<file path="config.mk">
export PLATFORM = sky130hd
export DESIGN_NAME = uart_tx_arbiter
export DESIGN_NICKNAME = d
export VERILOG_FILES = /design/src/rtl/uart_tx_arbiter.sv
export SDC_FILE = /design/constraint.sdc
export NUM_CORES = 1
export LEC_CHECK = 0
export CAP_MARGIN = 10
export CORE_ASPECT_RATIO = 1.1
export CORE_MARGIN = 5
export CORE_UTILIZATION = 37
export CTS_BUF_LIST = sky130_fd_sc_hd__clkbuf_16
export DETAILED_ROUTE_END_ITERATION = 12
export PLACE_DENSITY = 0.83
export SLEW_MARGIN = 25
export SYNTH_ARGS = -nofsm -noshare
export SYNTH_HDL_FRONTEND = slang
export SYNTH_SLANG_ARGS = --single-unit
</file>
<file path="constraint.sdc">
create_clock -name i_clk -period 1.9 [get_ports i_clk]
set_input_delay 0.19 -clock i_clk [delete_from_list [all_inputs] [get_ports i_clk]]
set_output_delay 0.19 -clock i_clk [all_outputs]
set_load 0.05 [all_outputs]
</file>
<file path="src/rtl/uart_tx_arbiter.sv">
// Round-robin arbiter sharing one byte-wide UART transmitter between NREQ
// message sources; whole messages are granted, separated by an idle gap.
module uart_tx_arbiter #(
    parameter int NREQ        = 4,
    parameter int GAP_CYCLES  = 16,
    parameter int STALL_LIMIT = 1024
) (
    input  logic              i_clk,
    input  logic              i_reset,
    input  logic [NREQ-1:0]   i_req,
    input  logic [8*NREQ-1:0] i_data,
    input  logic [NREQ-1:0]   i_last,
    output logic [NREQ-1:0]   o_ack,
    output logic [NREQ-1:0]   o_grant,
    output logic              o_uart_wr,
    output logic [7:0]        o_uart_data,
    input  logic              i_uart_busy,
    output logic              o_busy,
    output logic              o_abort
);

    localparam int IW = $clog2(NREQ);
    localparam int SW = $clog2(STALL_LIMIT + 1);
    localparam int GW = $clog2(GAP_CYCLES + 1);

    typedef enum logic [1:0] {
        ST_IDLE = 2'd0,
        ST_SEND = 2'd1,
        ST_GAP  = 2'd2
    } state_t;

    state_t          state_r, state_s;
    logic [IW-1:0]   ptr_r, ptr_s;
    logic [NREQ-1:0] grant_r, grant_s;
    logic [SW-1:0]   stall_r, stall_s;
    logic [GW-1:0]   gap_r, gap_s;
    logic            abort_r, abort_s;
    logic [IW-1:0]   win_s;
    logic            req_own_s;
    logic            last_own_s;
    logic            accept_s;
    logic [7:0]      data_own_s;

    // First requester set after ptr, searching upward with wrap.
    function automatic logic [IW-1:0] rr_pick(input logic [NREQ-1:0] req,
                                              input logic [IW-1:0]   ptr);
        logic [IW-1:0] pick;
        logic          found;
        int            idx;
        pick  = ptr;
        found = 1'b0;
        for (int k = 1; k <= NREQ; k++) begin
            idx = (int'(ptr) + k) % NREQ;
            if (!found && req[idx[IW-1:0]]) begin
                found = 1'b1;
                pick  = idx[IW-1:0];
            end else begin
                found = found;
            end
        end
        return pick;
    endfunction

    // The pointer always equals the current owner while in SEND.
    assign win_s       = rr_pick(i_req, ptr_r);
    assign req_own_s   = i_req[ptr_r];
    assign last_own_s  = i_last[ptr_r];
    assign data_own_s  = i_data[{ptr_r, 3'b000} +: 8];
    assign o_uart_wr   = (state_r == ST_SEND) && req_own_s;
    assign o_uart_data = data_own_s;
    assign accept_s    = o_uart_wr && !i_uart_busy;
    assign o_ack       = accept_s ? grant_r : {NREQ{1'b0}};
    assign o_grant     = grant_r;
    assign o_busy      = (state_r != ST_IDLE);
    assign o_abort     = abort_r;

    // Next-state, grant, watchdog and gap-counter logic.
    always_comb begin
        state_s = state_r;
        ptr_s   = ptr_r;
        grant_s = grant_r;
        stall_s = stall_r;
        gap_s   = gap_r;
        abort_s = 1'b0;
        case (state_r)
            ST_IDLE: begin
                if (|i_req) begin
                    ptr_s   = win_s;
                    grant_s = {{(NREQ-1){1'b0}}, 1'b1} << win_s;
                    stall_s = {SW{1'b0}};
                    state_s = ST_SEND;
                end else begin
                    state_s = ST_IDLE;
                end
            end
            ST_SEND: begin
                if (accept_s && last_own_s) begin
                    state_s = ST_GAP;
                    grant_s = {NREQ{1'b0}};
                    stall_s = {SW{1'b0}};
                    gap_s   = GW'(GAP_CYCLES);
                end else if (req_own_s) begin
                    stall_s = {SW{1'b0}};
                end else if (stall_r == SW'(STALL_LIMIT - 1)) begin
                    // Owner stalled too long: abort, keep ptr so it ranks last.
                    abort_s = 1'b1;
                    state_s = ST_GAP;
                    grant_s = {NREQ{1'b0}};
                    stall_s = SW'(STALL_LIMIT);
                    gap_s   = GW'(GAP_CYCLES);
                end else begin
                    stall_s = stall_r + SW'(1);
                end
            end
            ST_GAP: begin
                grant_s = {NREQ{1'b0}};
                stall_s = {SW{1'b0}};
                if (gap_r <= GW'(1)) begin
                    gap_s   = {GW{1'b0}};
                    state_s = ST_IDLE;
                end else begin
                    gap_s = gap_r - GW'(1);
                end
            end
            default: begin
                state_s = ST_IDLE;
                grant_s = {NREQ{1'b0}};
                stall_s = {SW{1'b0}};
                gap_s   = {GW{1'b0}};
            end
        endcase
    end

    // State and datapath registers with synchronous reset.
    always_ff @(posedge i_clk) begin
        if (i_reset) begin
            state_r <= ST_IDLE;
            ptr_r   <= IW'(NREQ - 1);
            grant_r <= {NREQ{1'b0}};
            stall_r <= {SW{1'b0}};
            gap_r   <= {GW{1'b0}};
            abort_r <= 1'b0;
        end else begin
            state_r <= state_s;
            ptr_r   <= ptr_s;
            grant_r <= grant_s;
            stall_r <= stall_s;
            gap_r   <= gap_s;
            abort_r <= abort_s;
        end
    end

endmodule

</file>
==> flow_summary_export.csv <==
group,metric,value,unit
outcome,status,"complete, but fails checks",
synthesis,synth_area_per_cell,8.927,sq um
setup_path,worstSetupStartpointType,"flip-flop",
clocking,cts.reportedPaths.clkPinSlew,0.06,ns
setup_path,critPathKind,"reg -> out",
route,ant_nets,0,
pwr,vdd_drop_max,808.8,uV
clocking,clk_path_buf_depth,2,
pwr,leakage,1.102,nW
floorplan,coreArea,4317,sq um
clocking,cts_hold_buf,0,
sta,final-hold-violation-count,0,
synthesis,ys_types,42,
synthesis,synth.cell_area,1652,sq um
outcome,violations,"setup timing",
route,wire_per_inst,16.09,microns
sta,fin_skew,0.002871,ns
sta,clock.fmax,520.2,MHz
setup_path,rr_startpoint,"ptr_r[1]",
setup_path,critPathLaunch,"ptr_r[1]",
run,maxCapViolations,0,
synthesis,synth_warnings,0,
pwr,power,0.003528,W
floorplan,die-area,5901,sq um
synthesis,yosysTopAreaCell,"dfxtp_1",
synthesis,netlist_instances,185,
sta,slew_headroom,66.08,%
place,gp_congestion,0.8206,
clocking,clk_latency,0.26,ns
layout,diodes,0,
sta,setup_slack,-0.02241,ns
clocking,h-tree-depth,1,
synthesis,yosysSeqAreaShare,30.30,%
synthesis,synthTopCellsByArea,"dfxtp_1 (30%), mux4_2 (14%), a21oi_1 (5.2%), ha_1 (4.5%), nand2_1 (4.1%)",
route,drt_iter0_drc,81,
route,finalWirelength,5358,microns
sta,finalCriticalPeriod,1.922,ns
clocking,cts.sinks,25,
layout,syn2layout_area_growth,70.45,%
clocking,numCtsBuffers,3,
global_route,grt_pass1_vias,1875,
global_route,overflow,0,
hold_path,hold_path.class,"reg -> reg",
setup_path,endpoint,"o_ack[0]",
clocking,tritoncts,"yes",
route,vias,1835,
place,numPortBuffers,61,
route,drcViolationCount,0,
layout,drive_above_1_share,35.13,%
global_route,grt_pass1_wl,8017,microns
global_route,gr-usage-all-layers,17.12,%
sta,grt_setup_unrepaired,"true",
pwr,power_density,1253,nW/um^2
sta,whs,0.4868,ns
synthesis,synth_edf_count,0,
setup_path,r2r-end,"o_grant[3]",
setup_path,rr_worst_depth,6,
place,hpwlAfterDp,3903,microns
route,drt_pre_antenna_iters,4,
sta,drv_slew,0,
global_route,grt_antenna_before_repair,0,
floorplan,fp-row-count,25,
global_route,grt_start_max_net_pins,14,
sta,setup_viol_count_final,4,
setup_path,critPathCaptureType,"output pin",
setup_path,path_max_fanout,4,
setup_path,r2r_slack,0.02,ns
floorplan,chipWidth,73.70,microns
synthesis,synthArstFlopShare,0,%
sta,finalCritPeriodShare,101.2,%
synthesis,ys_ff_latch,25,
sta,worst_pin_slew,0.5072,ns
setup_path,critPathArrivalTime,1.73,ns
setup_path,cp.required,1.71,ns
synthesis,syn_nets,234,
floorplan,start_util,38.26,%
synthesis,synth-main-ff-cell,"dfxtp_1",
synthesis,synth_top_area_share,30.30,%
clocking,cts-root-buf,"clkbuf_16",
floorplan,die_h,80.07,microns
layout,final_nets,329,
floorplan,ios,62,
route,drt-vias-per-instance,5.511,
-- per-layer routing --
| metal | global-route usage (%) | vias to the layer above | wire length (microns) |
|---|---|---|---|
| li1 | - | 868 | - |
| met1 | 18.22 | 867 | 1930 |
| met2 | 32.71 | 88 | 2881 |
| met3 | 4.881 | 12 | 468 |
| met4 | 3.442 | 0 | 76 |
| met5 | 0 | - | 0 |
-- how the worst min path moves through the flow --
stage	start	end	slack (ns)	depth (start not counted)
after detailed placement	stall_r[1]	stall_r[1]	0.47	2
after CTS	stall_r[1]	stall_r[1]	0.48	2
final	o_grant[1]	o_grant[1]	0.49	2
after global routing	o_grant[1]	o_grant[1]	0.50	2
after global placement	o_grant[3]	o_grant[3]	0.46	2
after floorplan	i_reset	gap_r[3]	0.37	2
-- Yosys cell counts (2+ instances only) --
library cell,n
nand2_1,18
ha_1,6
xor2_1,5
inv_1,9
buf_6,2
a21oi_1,17
mux2i_1,2
or2_2,2
or4_1,2
mux4_2,10
nand3_1,9
dfxtp_1,25
o21ai_0,5
nor3b_1,2
nor3_1,3
o32ai_1,2
nor2_1,18
a211o_1,2
clkbuf_1,4
nor4_1,2
or3_1,10
nand2b_1,5
and2_1,6
-- logic make-up (layout without fill, tap and decap cells) --
| logic type | after synthesis | count (layout) | share of synthesized area, % |
|---|---|---|---|
| simple gates | 84 | 85 | 27.12 |
| compound gates | 36 | 37 | 15.38 |
| buf+inv | 16 | 108 | 4.620 |
| xor+xnor | 6 | 6 | 3.182 |
| mux | 12 | 12 | 14.85 |
| fa+ha+maj | 6 | 6 | 4.545 |
| flops | 25 | 25 | 30.30 |
-- final cells by class --
class	count	area [sq um]
Fill cell	336	1501
Clock inverter	1	3.754
Clock buffer	3	75.07
Tap cell	54	67.56
Inverter	9	33.78
Timing Repair Buffer	95	892.1
Multi-Input combinational cell	146	1239
Sequential cell	25	504.2
-- sequential cells by signal, indices dropped and copies added (netlist names) --
name and flops:
o_grant 4, gap_r 5, state_r 2, stall_r 11
ptr_r 2, o_abort 1
-- through the flow --
| stage | utilization [%] | setup slack, ns | TNS (ns) | instance area [sq um] | cells |
|---|---|---|---|---|---|
| 3_5_place_dp | 57.71 | -0.2660 | -4.440 | 2491 | 322 |
| 3_3_place_gp | 57.71 | -0.2047 | -3.034 | 2491 | 322 |
| 5_1_grt | 65.22 | -0.06594 | -0.5727 | 2815 | 333 |
| 4_1_cts | 60.96 | -0.003834 | -0.003834 | 2631 | 328 |
| 6_report | 65.22 | -0.02241 | -0.06575 | 2815 | 333 |
| 2_1_floorplan | - | -0.01809 | -0.05488 | 1660 | 185 |
-- where the power goes --
part	internal (W)	total (W)	switching, W
Clock	0.000282	0.000474	0.000193
Combinational	0.00107	0.00238	0.00130
Sequential	0.000601	0.000675	0.0000735
Total	0.00196	0.00353	0.00157
-- cell usage in the layout (no fill, tap or decap), drive strengths merged, types with 2 or more instances in the layout --
| cell | instances |
|---|---|
| buf | 48 |
| clkdlybuf4s50 | 47 |
| dfxtp | 25 |
| nand2 | 18 |
| nor2 | 18 |
| a21oi | 17 |
| mux4 | 10 |
| inv | 10 |
| or3 | 10 |
| nand3 | 9 |
| ha | 6 |
| and2 | 6 |
| nand2b | 5 |
| xor2 | 5 |
| o21ai | 5 |
| o221ai | 4 |
| or2 | 4 |
| nor3 | 3 |
| clkbuf | 3 |
| nor4 | 3 |
| mux2i | 2 |
| a211o | 2 |
| nor3b | 2 |
| or4 | 2 |
| o32ai | 2 |
-- worst max-delay path, cell delays in order, from the launching register on --
cell and delay [ns]:
dfxtp_2 0.35, mux4_2 0.57, nand2_4 0.11, buf_6 0.10, nor2_4 0.04, and2_4 0.15, buf_8 0.14
-- repair_timing --
| item | in CTS | in global routing |
|---|---|---|
| setup endpoints to repair | 13 | 27 |
| buffers inserted | 2 | 3 |
| gates cloned | 0 | 2 |
| pin swaps | 3 | 15 |
| resized for setup | 11 | 37 |
No activity file was read; power rests on OpenSTA's default activity.
